$ cat src/rtl/noc_pkg.sv
// Shared NoC types: VC count, flit format, flit labels and per-VC packet states.
package noc_pkg;

  localparam int VC_NUM    = 2;
  localparam int VC_ID_W   = (VC_NUM > 1) ? $clog2(VC_NUM) : 1;
  localparam int PAYLOAD_W = 32;

  typedef enum logic [1:0] {
    HEAD     = 2'd0,
    BODY     = 2'd1,
    TAIL     = 2'd2,
    HEADTAIL = 2'd3
  } flit_label_t;

  typedef enum logic [1:0] {
    IDLE   = 2'd0,
    ACTIVE = 2'd1,
    DRAIN  = 2'd2
  } vc_state_t;

  typedef struct packed {
    flit_label_t          flit_label;
    logic [VC_ID_W-1:0]   vc_id;
    logic [PAYLOAD_W-1:0] payload;
  } flit_t;

  // True for the last flit of a packet.
  function automatic logic is_tail(input flit_label_t lbl);
    return (lbl == TAIL) || (lbl == HEADTAIL);
  endfunction

endpackage

$ cat src/rtl/router2router.sv
// Router-to-router link: flit bus forward, per-VC on/off and allocatable credits back.
interface router2router;
  import noc_pkg::*;

  flit_t               data;
  logic                is_valid;
  logic [VC_NUM-1:0]   is_on_off;
  logic [VC_NUM-1:0]   is_allocatable;

  modport upstream (
    output data,
    output is_valid,
    input  is_on_off,
    input  is_allocatable
  );

  modport downstream (
    input  data,
    input  is_valid,
    output is_on_off,
    output is_allocatable
  );

endinterface

$ cat src/rtl/circular_buffer.sv
// Single first-word-fall-through flit FIFO with occupancy count.
module circular_buffer
  import noc_pkg::*;
#(
  parameter int DEPTH = 8
) (
  input  logic                     clk,
  input  logic                     rst_n,
  input  logic                     push_i,
  input  logic                     pop_i,
  input  flit_t                    data_i,
  output flit_t                    data_o,
  output logic [$clog2(DEPTH):0]   count_o,
  output logic                     full_o,
  output logic                     empty_o
);

  localparam int PTR_W = $clog2(DEPTH);
  localparam int CNT_W = PTR_W + 1;

  flit_t             mem_q [DEPTH];
  logic [PTR_W-1:0]  wr_ptr_q;
  logic [PTR_W-1:0]  rd_ptr_q;
  logic [CNT_W-1:0]  count_q;
  logic              pop_eff;
  logic              push_eff;

  // A pop on empty is ignored; a push on full is only taken when a pop frees a slot.
  assign pop_eff  = pop_i & ~empty_o;
  assign push_eff = push_i & (~full_o | pop_eff);

  assign full_o  = (count_q == CNT_W'(DEPTH));
  assign empty_o = (count_q == '0);
  assign count_o = count_q;
  // Head is read straight from storage so a write is visible the next cycle.
  assign data_o  = mem_q[rd_ptr_q];

  // Flit storage, not reset: validity is tracked by the count alone.
  always_ff @(posedge clk) begin
    if (push_eff) begin
      mem_q[wr_ptr_q] <= data_i;
    end
  end

  // Pointers wrap naturally since DEPTH is a power of two.
  always_ff @(posedge clk or negedge rst_n) begin
    if (!rst_n) begin
      wr_ptr_q <= '0;
      rd_ptr_q <= '0;
      count_q  <= '0;
    end else begin
      if (push_eff) wr_ptr_q <= wr_ptr_q + PTR_W'(1);
      if (pop_eff)  rd_ptr_q <= rd_ptr_q + PTR_W'(1);
      case ({push_eff, pop_eff})
        2'b10:   count_q <= count_q + CNT_W'(1);
        2'b01:   count_q <= count_q - CNT_W'(1);
        default: count_q <= count_q;
      endcase
    end
  end

endmodule

$ cat src/rtl/vc_input_buffer.sv
// Per-VC input buffering with packet-state tracking, on/off flow control and error flags.
module vc_input_buffer
  import noc_pkg::*;
#(
  parameter int BUFFER_SIZE = 8,
  parameter int OFF_MARGIN  = 2
) (
  input  logic                clk,
  input  logic                rst_n,
  router2router.downstream    up,
  input  logic [VC_NUM-1:0]   rd_en,
  output flit_t               out_flit [VC_NUM],
  output logic [VC_NUM-1:0]   out_valid,
  output logic                err_overflow,
  output logic                err_protocol
);

  localparam int               CNT_W      = $clog2(BUFFER_SIZE) + 1;
  localparam logic [CNT_W-1:0] OFF_THRESH = CNT_W'(BUFFER_SIZE - OFF_MARGIN);

  logic [VC_NUM-1:0] on_off_w;
  logic [VC_NUM-1:0] alloc_w;
  logic [VC_NUM-1:0] overflow_w;
  logic [VC_NUM-1:0] proto_w;
  logic              err_overflow_q;
  logic              err_protocol_q;

  genvar gi;
  for (gi = 0; gi < VC_NUM; gi++) begin : g_vc
    logic             push;
    logic             pop;
    logic             accept;
    logic             full;
    logic             empty;
    logic [CNT_W-1:0] count;
    logic [CNT_W-1:0] count_d;
    flit_label_t      label;
    flit_label_t      head_label;
    vc_state_t        state_q;
    vc_state_t        state_d;
    logic             alloc_q;
    logic             on_off_q;
    logic             proto_err;

    assign push       = up.is_valid && (up.data.vc_id == VC_ID_W'(gi));
    assign pop        = rd_en[gi] & ~empty;
    assign accept     = push & (~full | pop);
    assign label      = up.data.flit_label;
    assign head_label = out_flit[gi].flit_label;

    circular_buffer #(
      .DEPTH (BUFFER_SIZE)
    ) u_fifo (
      .clk     (clk),
      .rst_n   (rst_n),
      .push_i  (push),
      .pop_i   (rd_en[gi]),
      .data_i  (up.data),
      .data_o  (out_flit[gi]),
      .count_o (count),
      .full_o  (full),
      .empty_o (empty)
    );

    // Occupancy after this edge, used to decide on/off one cycle ahead.
    always_comb begin
      count_d = count;
      if (accept && !pop)      count_d = count + CNT_W'(1);
      else if (!accept && pop) count_d = count - CNT_W'(1);
    end

    // Packet-state next state and protocol check; only stored flits advance the state.
    always_comb begin
      state_d   = state_q;
      proto_err = 1'b0;
      case (state_q)
        IDLE: begin
          if (push) begin
            if (label == BODY || label == TAIL) proto_err = 1'b1;
            else if (accept) state_d = (label == HEAD) ? ACTIVE : DRAIN;
          end
        end
        ACTIVE: begin
          if (push) begin
            if (label == HEAD || label == HEADTAIL) proto_err = 1'b1;
            else if (label == TAIL && accept)       state_d = DRAIN;
          end
        end
        DRAIN: begin
          if (push && (label == HEAD || label == HEADTAIL)) proto_err = 1'b1;
          if (pop && is_tail(head_label)) state_d = IDLE;
        end
        default: state_d = IDLE;
      endcase
    end

    // State register with registered allocatable and on/off outputs.
    always_ff @(posedge clk or negedge rst_n) begin
      if (!rst_n) begin
        state_q  <= IDLE;
        alloc_q  <= 1'b1;
        on_off_q <= 1'b1;
      end else begin
        state_q  <= state_d;
        alloc_q  <= (state_d == IDLE);
        on_off_q <= (count_d < OFF_THRESH);
      end
    end

    assign on_off_w[gi]   = on_off_q;
    assign alloc_w[gi]    = alloc_q;
    assign overflow_w[gi] = push & full & ~pop;
    assign proto_w[gi]    = proto_err;
    assign out_valid[gi]  = ~empty;
  end

  // Sticky error flags, cleared only by reset.
  always_ff @(posedge clk or negedge rst_n) begin
    if (!rst_n) begin
      err_overflow_q <= 1'b0;
      err_protocol_q <= 1'b0;
    end else begin
      err_overflow_q <= err_overflow_q | (|overflow_w);
      err_protocol_q <= err_protocol_q | (|proto_w);
    end
  end

  assign err_overflow      = err_overflow_q;
  assign err_protocol      = err_protocol_q;
  assign up.is_on_off      = on_off_w;
  assign up.is_allocatable = alloc_w;

endmodule

$ cat src/flat_wrapper.sv
// flat-port wrapper written by rule: the top's interface ports become plain ports
module vc_input_buffer_flat import noc_pkg::*;
#(
  parameter int BUFFER_SIZE = 8,
  parameter int OFF_MARGIN  = 2
)
  (clk, rst_n, rd_en, out_flit, out_valid, err_overflow, err_protocol, up_data, up_is_valid, up_is_on_off, up_is_allocatable);
  router2router up_i ();
  input  logic clk;
  input  logic rst_n;
  input  logic [VC_NUM-1:0] rd_en;
  output flit_t out_flit[VC_NUM];
  output logic [VC_NUM-1:0] out_valid;
  output logic err_overflow;
  output logic err_protocol;
  input wire logic [$bits(up_i.data)-1:0] up_data;
  input wire logic [$bits(up_i.is_valid)-1:0] up_is_valid;
  output wire logic [$bits(up_i.is_on_off)-1:0] up_is_on_off;
  output wire logic [$bits(up_i.is_allocatable)-1:0] up_is_allocatable;
  assign up_i.data = up_data;
  assign up_i.is_valid = up_is_valid;
  assign up_is_on_off = up_i.is_on_off;
  assign up_is_allocatable = up_i.is_allocatable;
  vc_input_buffer #(.BUFFER_SIZE(BUFFER_SIZE), .OFF_MARGIN(OFF_MARGIN)) u_core (.clk(clk), .rst_n(rst_n), .up(up_i), .rd_en(rd_en), .out_flit(out_flit), .out_valid(out_valid), .err_overflow(err_overflow), .err_protocol(err_protocol));
endmodule
$ cat config.mk
export PLATFORM = sky130hd
export DESIGN_NAME = vc_input_buffer_flat
export DESIGN_NICKNAME = d
export VERILOG_FILES = /design/src/rtl/noc_pkg.sv /design/src/rtl/router2router.sv /design/src/rtl/circular_buffer.sv /design/src/rtl/vc_input_buffer.sv /design/src/flat_wrapper.sv
export SDC_FILE = /design/constraint.sdc
export NUM_CORES = 1
export LEC_CHECK = 0
export BUFFER_PORTS_ARGS = -buffer_cell sky130_fd_sc_hd__buf_2
export CAP_MARGIN = 15
export CORE_MARGIN = 5
export CORE_UTILIZATION = 55
export DETAILED_ROUTE_END_ITERATION = 6
export PLACE_DENSITY_LB_ADDON = 0.05
export SLEW_MARGIN = 30
export SYNTH_ARGS = -nofsm -noshare
export SYNTH_HDL_FRONTEND = slang
export SYNTH_HIERARCHICAL = 1
export SYNTH_SLANG_ARGS = --single-unit
export TNS_END_PERCENT = 30
$ cat constraint.sdc
create_clock -name clk -period 4 [get_ports clk]
set_clock_uncertainty 0.1 [all_clocks]
set_input_delay 0.2 -clock clk [delete_from_list [all_inputs] [get_ports clk]]
set_output_delay 0.2 -clock clk [all_outputs]
set_load 0.02 [all_outputs]
==> results summary, run 1 <==
The flow ran to the end, and the final reports show no timing, DRC or antenna violations. The share of the synthesized area in the top cell type is ~70%. The synthesized netlist contains 55 unique library cells. The area of the mapped netlist came out at between 20,000 and 25,000 um2. Entering global routing, the biggest net connects between 40 and 50 pins. The mux share of post-synthesis cell area is between 10% and 20%.

The die extent in x is about 220 um. The XOR/XNOR share of the synthesized area is less than 1%. Global routing used slightly above 20% of the available tracks across all layers. For this run, the leading register cell type out of synthesis is edfxtp_1. Max-cap violations in this run came to 0.

The post-synthesis instance total is between 1k and 1.5k. The post-CTS setup buffer count came out at 0. The maximum clock rate came out at 309 MHz.

The number of buffer and inverter instances along the worst setup path is 2. Dividing the synthesized area by the synthesized cell count gives about 23 um2. The final-layout setup total negative slack is 0 ns. The count of endpoints failing hold in the final timing report came to 0.

Compared with the post-synthesis result, the final layout area differs by 15.0%. The power after layout is 18.8 mW. Dividing total power by cell area gives a power density of 690 nW/um2. The type of element capturing the critical path is an output port. The share of layout cells above drive strength 1 came out at a little under a third. The critical path class is register to output port. The largest driver fanout on the critical path came out at 30. In the post-synthesis netlist, the biggest area contributors are edfxtp_1, mux4_1, mux2_2. The count of nets left with antenna violations once routing finished came out at 0. The synthesized design contains 590 register bits. The floorplan has 76 rows. The biggest area contributor in the post-synthesis netlist is edfxtp_1. The critical path launch point type is a register.

The delay of the slowest cell on the worst path is approximately 0.8 ns. Clock tree synthesis selected as its root buffer the cell clkbuf_16. Across the VDD grid, the largest voltage drop is between 0.5 and 0.6 mV. The region available for standard cell placement spans approximately 43,000 um2. For this block, the routed nets add up to between 40,000 and 50,000 um of wire.

TritonCTS built the clock tree. The final count of negative-setup-slack endpoints came out at 0. The CTS H-tree depth came out at 2. The leakage power summed over all cells is between 9 and 10 nW. The floorplan step defined a die boundary enclosing between 40,000 and 50,000 um2. The synthesized netlist net count came out at around 1.1k. The simple-gate portion of the synthesized area is between 1.5 and 2%. The net count of the finished layout is 1,296. After synthesis, the largest family of logic cells by area is multiplexers. The type of the tightest min-delay check is input pin to async pin.

The synthesized-area fraction occupied by adder cells is less than 1%. The post-CTS clock slew at the launch and capture registers of the worst setup and hold paths came out at about 0.06 ns. Using the TritonRoute via totals, the vias-per-cell ratio works out to 5.82. The total inserted antenna cells came out at 0. The number of warnings printed during yosys synthesis is 6. The post-layout minimum cycle time is around 3.2 ns. The number of pins exceeding their max-slew limit in the final report came out at 0. The number of global-route vias before repair was about 11k. The tightest slew margin relative to the limit came out at 38.2%. The data arrival time at the worst-slack endpoint is roughly 2.9 ns. The pre-antenna-repair detailed-routing pass consisted of 4 iterations. The number of input and output port buffers inserted came out at around 120. The signal on the critical path passes through buf_4 -> mux4_1 -> mux2_2 -> buf_2. The number of cells on the critical path is 4. The share of the clock period used by the worst path after layout is 80.9%.

In the final routed layout, each cell accounts on average for around 25 um. The endpoint of the worst register-to-register path is u_core/g_vc[1].u_fifo/mem_q[0][1]. The remaining global-route overflow is 0. Grouping stages by cell kind, the critical path spends the most delay in multiplexers. The number of placed I/O pins came out at ~120. The die is around 220 um tall. The global placer's final weighted congestion is ~0.76. The placed wire-length estimate is about 27,000 um. The critical path ends at out_flit[17].

The worst-margin pin slew came out at 0.922 ns. The number of violations reported at the end of detailed-routing iteration 0 is approximately 820. STA puts the critical path data required time at about 3.7 ns. Ranked by instance count, the synthesized netlist is headed by edfxtp_1, mux4_1, mux2_2, mux4_2, dfrtp_1. The critical path starts at u_core/g_vc[1].u_fifo/rd_ptr_q[0].

For this run, the register share of the synthesized area comes to between 70% and 80%. For this run, design rule violations remaining after detail routing come to 0. The clock buffer count from CTS is 59.

In this run the critical register-to-register path is launched from u_core/g_vc[1].u_fifo/count_o[1]. The worst-case clock buffer depth came out at 3. The number of antenna violations at the first check in global routing is 0. At the later pin of the worst-skew pair, clock insertion delay measures between 0.5 and 0.6 ns. The vias after detailed routing came out at about 11k. Setup repair after global routing left no endpoint under its margin. Counting flops with an async set or reset pin after synthesis yields a share of 5.08%. The number of sinks driven by the clock tree came out at 590. The number of synthesized flops with an enable pin came out at 560. The cell with the most instances after synthesis is edfxtp_1. The number of cells on the worst reg-to-reg path came out at 5. The global-route wire length before repair came out at ~70,000 um.

The slowest cell on the critical path is dfrtp_4. The synthesized netlist devotes 1.55% of its cell area to compound gates. For flop-to-flop paths, the worst setup slack is ~0.86 ns. Once the floorplan was initialized, standard cells occupied 55.3% of the core.
[worst min path at each step]
stage          startpoint                         to  slack (ns)  cells past startpoint
6_report            rst_n  u_core/g_vc[0].state_q[0]        0.09                      2
2_1_floorplan       rst_n        u_core/err_overflow       -0.20                      0
3_5_place_dp        rst_n        u_core/err_protocol        0.19                      1
4_1_cts             rst_n        u_core/err_protocol        0.08                      2
3_3_place_gp        rst_n        u_core/err_protocol        0.19                      1
5_1_grt             rst_n  u_core/g_vc[0].state_q[1]        0.17                      2
[cells by family after synthesis]
group,after synthesis
fa+ha+maj,16
buf+inv,68
xor+xnor,20
compound gates,43
mux,222
flops,590
simple gates,81
[placed cells by master (no fill, tap or decap), types with 3 or more instances in the layout]
cell type / instances
a21oi_1: 5
mux4_2: 27
nor2_4: 12
mux2i_1: 4
nand2_1: 13
dlygate4sd3_1: 39
mux2_2: 74
dfrtp_2: 4
dfstp_2: 4
ha_1: 14
or3_1: 4
nand2b_1: 8
edfxtp_1: 560
nor3_2: 4
clkinv_1: 16
nand2b_4: 3
buf_4: 25
dfrtp_1: 20
nor2_1: 11
or2_2: 4
clkbuf_16: 59
xor2_1: 8
o21ai_0: 9
a21oi_2: 3
xnor2_1: 12
buf_2: 117
a22oi_1: 3
nand3_1: 8
bufinv_16: 4
inv_1: 19
a31oi_1: 4
clkbuf_1: 7
nor3_1: 3
clkinv_2: 17
buf_12: 5
mux4_1: 113
[final cells by class]
type | count | area [um2]
Timing Repair Buffer | 186 | 1260
Clock inverter | 36 | 264
Multi-Input combinational cell | 382 | 5820
Sequential cell | 590 | 17600
Inverter | 21 | 81.3
Clock buffer | 66 | 1500
Fill cell | 2969 | 15600
Tap cell | 585 | 732
[registers in the layout (all words and copies together) (netlist names)]
| name | count |
|---|---|
| u_core/err_overflow | 1 |
| u_core/err_protocol | 1 |
| u_core/g_vc.alloc_q | 2 |
| u_core/g_vc.on_off_q | 2 |
| u_core/g_vc.state_q | 4 |
| u_core/g_vc.u_fifo/count_o | 8 |
| u_core/g_vc.u_fifo/mem_q | 560 |
| u_core/g_vc.u_fifo/rd_ptr_q | 6 |
| u_core/g_vc.u_fifo/wr_ptr_q | 6 |
[layer usage]
layer  routed length (um)  up-vias  track usage [%]
met3                 1860       60             3.08
met5                    0        -                0
met4                  799        0             4.99
met1                20900     5779             28.9
met2                23800      204             33.7
li1                     -     4813                -
[power by group]
part	total (mW)	switching [mW]	internal [mW]	leakage, nW
clock	5.10	2.17	2.92	0.880
combinational	5.79	3.14	2.66	3.05
sequential	7.92	0.526	7.39	5.40
total	18.8	5.84	13.0	9.33
[through the flow]
step           hold WS (ns)  util (%)  cells  instance area [um2]  worst slack, ns
2_1_floorplan        -0.196         -   1040                23700           0.0760
3_3_place_gp          0.187      58.5   1725                25100            0.741
3_5_place_dp          0.192      58.5   1725                25100            0.740
4_1_cts              0.0849      63.5   1866                27200            0.686
5_1_grt               0.165      63.5   1866                27200            0.634
6_report             0.0934      63.5   1866                27200            0.763
[timing repair]
item                                   in CTS  in global routing
endpoints found under the hold margin     600                  0
resized for setup                           0                  0
hold buffers                               39                  0
[worst reg2reg max path, delay by kind of cell (launching register included)]
kind | cells | cell delay [ns]
simple gates | 3 | 1.37
buf+inv | 1 | 0.59
flops | 1 | 0.46
compound gates | 1 | 0.23
Note: power is estimated with default switching activity, not from simulation.
==> inputs of run 2 (changes only) <==
Settings changed: CORE_UTILIZATION 55 to 61.
Clock period 4 ns to 3.2 ns, I/O delays scaled along.
==> results summary, run 2 (same netlist as run 1, synthesis figures left out) <==
The share of layout cells above drive strength 1 is about 31%. The start point of the critical path is u_core/g_vc[0].u_fifo/rd_ptr_q[0]. The placed instances occupy a cell area of 25,200 um2.

The post-CTS setup buffer count is 0. The count of instances resized after the clock tree is built came out at 0. CTS placed an instance of clkbuf_16 at the clock tree root.

The critical path launch point type is a register. Setup violations remaining at the end of the flow were counted as 0. The number of violations reported at the end of detailed-routing iteration 0 came out at roughly 750. In the routed layout, each cell is associated on average with a via count of 6.00. The number of pins exceeding their max-slew limit in the final report came out at 0. The run finished with clean final reports. The number of sinks driven by the clock tree is between 500 and 600. The number of placed I/O pins came out at roughly 120. The first TritonRoute pass finished after 5 iterations.

The post-layout net count is between 1k and 1.5k. The count of endpoints failing hold in the final timing report came out at 0. The switching component of the power is 7.29 mW. The number of global-route vias before repair is between 10k and 15k. The vias after detailed routing came out at approximately 11k. The remaining global-route overflow is 0. For this design the ratio of total power to cell area is 857 nW/um2. The worst slack on hold paths came out at between 0.05 and 0.06 ns. After detailed routing, the average wire length per cell comes to between 20 and 30 um. More flip-flops sit in one register than any other, and that register is u_core/g_vc.u_fifo/mem_q.

The starting density of the core is between 60% and 70%. In the routed design, unresolved DRC markers number 0. The number of antenna violations at the first check in global routing was 0. Summed over all cells, the static leakage comes to around 9.4 nW.

TritonCTS built the clock tree. In this run, placement finished with an instance count of between 1.5k and 2k. Across the run, the number of max-cap violations was 0.

The path class of the tightest hold or removal check is input pin to async pin. The critical path is of the register to output port type. The global-route wire length before repair came out at just under 70,000 um. The total routing usage reported by global routing is between 20% and 30%. In this run switching power makes up a little under a third of total power. The finished layout holds roughly 1.8k standard cells, fillers aside. The required time of the critical path came out at about 2.9 ns. The clock buffer count from CTS is 57. The final standard cell area without fillers is around 27,000 um2.

The worst register-to-register path has a depth of 10. The die extent in x came out at roughly 210 um. The filler cell count in the final layout is 2,399. The global placer's final weighted congestion is 0.774. The largest net degree at the start of global routing is between 40 and 50. The count of buffers added on input and output ports is between 100 and 150. The chip height came out at around 210 um. After detailed routing, the total wire length is between 40,000 and 50,000 um. The H-tree was split into 2 levels.

The design internal power is 16.1 mW. Of the total power, the clock network draws a little over a quarter. After floorplanning, the core was divided into between 70 and 80 placement rows.

The count of nets left with antenna violations once routing finished came out at 0. The worst-margin pin slew came out at 0.932 ns. The repair_antennas step left the layout with diodes totalling 0. The share of the clock period used by the worst path after layout came out at between 90% and 100%.

Setup repair after global routing left no endpoint under its margin. The top cell types in the final layout, fill and taps aside, are edfxtp_1, buf_2, mux4_1. The commonest non-fill, non-tap cell in the layout is edfxtp_1. The floorplan die area is ~43,000 um2. The flip-flop count of the largest register after layout came out at 560. The area overhead of the layout relative to synthesis came out at 15.3%. In this run the critical register-to-register path is launched from u_core/g_vc[0].u_fifo/count_o[1]. The data arrival time at the worst-slack endpoint came out at 2.68 ns. The worst voltage drop across the vdd grid is 0.703 mV.

The maximum clock rate came out at about 340 MHz. The tightest slew margin relative to the limit came out at a little under two fifths. Along the worst path, the maximum fanout reaches 30. The insertion delay to the later sink of the worst-skew pair came out at about 0.6 ns.

The total core area is a little under 40,000 um2. The combinational group share of total power is about a third. Clock-pin slew was measured on the worst setup and hold paths at 0.06 ns. The worst setup path is captured at an output port. Sequential cells account for 41.9% of the total power. Subtracting the final worst setup slack from the clock period gives about 3 ns.

The longest clock path from root to sink contains 3 buffers. The placed wire-length estimate came out at between 20,000 and 30,000 um.
==> run 2: per-layer routing <==
| metal | GRT usage (%) | vias up | part of all wire, % |
|---|---|---|---|
| li1 | - | 4833 | - |
| met5 | 0 | - | 0 |
| met1 | 31.2 | 5739 | 44 |
| met4 | 4.77 | 0 | 1.3 |
| met3 | 3.80 | 38 | 5.2 |
| met2 | 34.8 | 279 | 50 |
==> run 2: path summary, 6_finish.rpt <==
kind / to / slack (ns)
worst max register to register: u_core/g_vc[0].u_fifo/count_o[3] / 0.37
worst max-delay path: out_flit[36] / 0.26
min in group clk: u_core/err_protocol / 0.39
worst min register to register: u_core/err_protocol / 0.39
worst min-delay path: u_core/err_overflow / 0.06
max in group asynchronous: u_core/g_vc[1].u_fifo/rd_ptr_q[0] / 2.42
==> run 2: cell type report <==
class                           instances  area [um2]  area share (%)
Clock buffer                           72        1530            5.58
Clock inverter                         35         199           0.728
Inverter                               21        81.3           0.298
Multi-Input combinational cell        382        5820            21.3
Sequential cell                       590       17600            64.3
Tap cell                              518         648            2.37
Timing Repair Buffer                  197        1470            5.38
==> run 2: per-stage QoR <==
| stage | TNS (ns) | util [%] | total power [mW] | worst slack, ns |
|---|---|---|---|---|
| finish | 0 | 70.9 | 23.4 | 0.258 |
| detailed placement | 0 | 65.3 | 17.5 | 0.383 |
| CTS | 0 | 70.8 | 23.7 | 0.193 |
| global route | 0 | 70.9 | 24.5 | 0.150 |
| floorplan | -49.81 | - | 15.2 | -0.713 |
| global placement | 0 | 65.1 | 17.4 | 0.383 |
==> run 2: power groups by stage <==
stage / Combinational [mW] / Clock (mW) / Sequential (mW)
finish: 7.47 / 6.14 / 9.83
global route: 7.97 / 6.63 / 9.91
CTS: 7.60 / 6.29 / 9.84
detailed placement: 7.52 / 0 / 10.0
global placement: 7.46 / 0 / 9.97
floorplan: 5.52 / 0 / 9.65
==> run 2: what timing repair did <==
item | 4_1_cts | 5_1_grt
hold endpoints to repair | 606 | 0
endpoints found under the setup margin | 0 | 0
hold buffers | 39 | 0
==> run 2: critical path, stage by stage, from the launching register on <==
cell and delay [ns]:
dfrtp_4 0.68, buf_12 0.29, mux4_1 0.63, mux2_2 0.31
buf_2 0.17
==> inputs of run 3 (changes only) <==
Settings changed: ABC_AREA set to 1, SETUP_SLACK_MARGIN set to 0.5.
==> results summary, run 3 <==
The flow ran to the end, and the final reports show no timing, DRC or antenna violations. edfxtp_1 takes more of the synthesized area than any other cell. The share of the clock period used by the worst path after layout is 82.2%. The end-of-flow core utilization came out at between 70% and 80%. The clock buffer count from CTS came out at 57. The min-delay analysis places its worst path in the category input pin to async pin.

The worst setup path is of the register to output port kind. The clock net in this run drives a total of between 500 and 600 sinks. The post-layout minimum cycle time is 2.63 ns. The required time of the critical path is a little under 3 ns.

The sequential cell area fraction in the yosys report came out at between 70% and 80%. The share of layout cells above drive strength 1 is 18.3%. The tool flagged a number of max-cap violations equal to 0. The tightest slew margin relative to the limit is roughly 39%. The number of global-route vias before repair came out at approximately 15k.

The flip-flop count of the largest register after layout came out at 560. The type of element capturing the critical path is an output port. The post-synthesis instance total is approximately 1.9k. The initial utilization of the core area, before any placement, comes to ~62%.

The global-route wire length before repair is ~83,000 um. The worst register-to-register path ends at u_core/g_vc[0].u_fifo/mem_q[4][14]. The leakage power summed over all cells came out at ~10 nW. For the worst-skew pair, the clock arrives at the later sink with an insertion delay of around 0.60 ns. The cell with the most instances after synthesis is edfxtp_1. Leaving out fill and tap cells, the most frequent cell in the layout is edfxtp_1. The slack of the critical path is 0.570 ns.

In the final routed layout, each cell accounts on average for roughly 21 um. In this run the biggest area consumer among cell types represents slightly below 70% of the synthesized area. The synthesized flop and latch total came out at 590. In this run the worst setup path terminates at out_flit[63]. The total routing usage reported by global routing is between 20% and 30%. The number of violations reported at the end of detailed-routing iteration 0 came out at ~1.2k. The area of the mapped netlist is 24,400 um2. The maximum clock rate came out at about 380 MHz. Ranked by flip-flop count, first place goes to u_core/g_vc.u_fifo/mem_q. The CTS H-tree depth came out at 2. TritonCTS built the clock tree. The worst-margin pin slew came out at 0.912 ns. The final non-filler cell total came out at about 2.6k. Setup violations remaining at the end of the flow were counted as 0. The area overhead of the layout relative to synthesis came out at 14.7%.

The number of antenna violations at the first check in global routing came out at 0. The vias after detailed routing is between 15k and 20k. During placement, the flow inserted port buffers numbering between 100 and 150.

The power density over the cells came out at 940 nW/um2. The first-pass detailed-route iteration total came out at 5. The number of placed I/O pins is around 120. The number of pins exceeding their max-slew limit in the final report came to 0.

For the worst setup path, the data arrival time is between 2 and 2.5 ns. The total inserted antenna cells came out at 0. The final-layout setup total negative slack came out at 0 ns.

Summing all placed instances gives a cell area of roughly 25,000 um2. The placement-stage worst setup slack is 0.654 ns. The largest driver fanout on the critical path came out at around 100. After detailed routing, the number of vias per cell comes to just under 6. The clock passes through at most 3 buffers.

The worst-case IR drop observed on VDD is roughly 0.66 mV. The number of warnings printed during yosys synthesis is 6. The DRC violation count after routing is 0.

In the layout the commonest cells are edfxtp_1, nand2_1, nor2_1. The total overflow left after global routing is 0. The number of cells on the worst reg-to-reg path is 7. The startpoint identified for the worst register-to-register timing path is u_core/g_vc[0].u_fifo/count_o[1]. Entering global routing, the biggest net connects 107 pins.

Setup repair after global routing could not meet its margin everywhere. The initialized floorplan defines 73 standard-cell rows. In the synthesized netlist the dominant register cell turns out to be edfxtp_1. The worst slack on hold paths came out at between 0.06 and 0.07 ns.

The wire length reported by the detailed router is 54,800 um. The die extent in x came out at roughly 210 um. The most critical setup path has its startpoint at u_core/g_vc[0].u_fifo/rd_ptr_q[0]. The chip height is 210 um. The placed wire-length estimate came out at around 29,000 um.

The post-layout net count is roughly 2.1k. STA classifies the critical path startpoint as a register. The remaining antenna violation count after routing is 0.

Clock-pin slew was measured on the worst setup and hold paths at approximately 0.06 ns. After synthesis, the cell types taking the most area are edfxtp_1, nand2_1, nor2_1. The final standard cell area without fillers is ~28,000 um2. The floorplan die area came out at 44,100 um2. The global placer's final weighted congestion came out at approximately 0.83. The synthesized area per cell is 13.1 um2. The number of synthesized flops with an enable pin is 560. The slack of the worst reg-to-reg path is about 0.59 ns. The library cell used as clock root buffer is clkbuf_16. The commonest cells after synthesis are edfxtp_1, nand2_1, nor2_1, o21ai_1, o21ai_0. The share of async-settable or async-resettable flops after synthesis is 5.08%.

The number of library cell types mapped by synthesis is 40. The count of endpoints failing hold in the final timing report is 0. The synthesized netlist net count is 1,923. The core region is just under 40,000 um2. After layout, the design draws a total of approximately 26 mW. Once placement completed, the tool counted placed cells totaling 2,440.
==> run 3: cell count changes in the layout (fill, tap and decap cells not counted), moves of 22 or more <==
cell     before  now
nand2_1      13  268
nor2_1       11  229
o21ai_1       1  144
o21ai_0       9  139
mux4_1      113    0
mux2_2       74    0
nor2_2        1   75
o22ai_1       0   70
mux2i_1       4   70
inv_1        19   49
mux4_2       27    0
nand3_1       8   30
==> run 3: worst min-delay path by stage <==
| stage | from | to | slack, ns | cells after the start |
|---|---|---|---|---|
| floorplan | rst_n | u_core/err_overflow | -0.24 | 0 |
| global placement | rst_n | u_core/g_vc[0].u_fifo/count_o[1] | 0.17 | 1 |
| detailed placement | rst_n | u_core/g_vc[0].u_fifo/count_o[0] | 0.18 | 1 |
| CTS | rst_n | u_core/g_vc[1].state_q[0] | 0.07 | 2 |
| global route | rst_n | u_core/g_vc[1].u_fifo/rd_ptr_q[0] | 0.11 | 2 |
| finish | rst_n | u_core/g_vc[0].u_fifo/count_o[1] | 0.07 | 2 |
==> run 3: power breakdown <==
part / internal (mW) / switching (mW) / total (mW) / leakage (nW)
clock network: 4.25 / 2.79 / 7.04 / 0.972
registers: 9.16 / 0.507 / 9.66 / 5.40
logic: 3.17 / 6.46 / 9.63 / 3.83
total: 16.6 / 9.76 / 26.3 / 10.2
==> run 3: what timing repair did <==
item	in CTS	in global routing
endpoints found under the hold margin	604	0
resized for setup	4	8
hold buffers	39	0
setup buffers	4	9
cloned	0	2
endpoints found under the setup margin	70	76
==> run 3: layer usage <==
layer	wire length (um)	vias up	global-route usage (%)
li1	-	7021	-
met2	27200	464	40.9
met5	0	-	0
met1	23300	7457	33.9
met3	3420	64	3.69
met4	868	0	5.29
==> run 3: kinds of logic (layout without fill, tap and decap cells) <==
group / Yosys count / count (layout) / share of synthesized area (%)
multiplexers: 72 / 72 / 2.96
flip-flops: 590 / 590 / 72.0
buffers and inverters: 159 / 366 / 4.41
XOR/XNOR: 12 / 12 / 0.430
AND/OR/NAND/NOR: 646 / 646 / 11.3
adder cells (fa/ha/maj): 16 / 16 / 0.881
AO/OA/AOI/OAI: 372 / 372 / 8.06
==> run 3: area by class of cell <==
| cell class | instances | area (um2) |
|---|---|---|
| sequential | 590 | 17600 |
| clock inverter | 32 | 417 |
| multi-input combinational | 1118 | 5920 |
| tap | 525 | 657 |
| inverter | 57 | 251 |
| clock buffer | 73 | 1570 |
| timing repair buffer | 204 | 1620 |
| fill | 2697 | 11600 |
==> run 3: critical path, stage by stage (launching register included) <==
cell,delay (ns)
dfrtp_4,0.60
inv_16,0.30
nor2_1,0.07
o22ai_1,0.27
nand2_1,0.11
nand2_1,0.14
buf_2,0.17
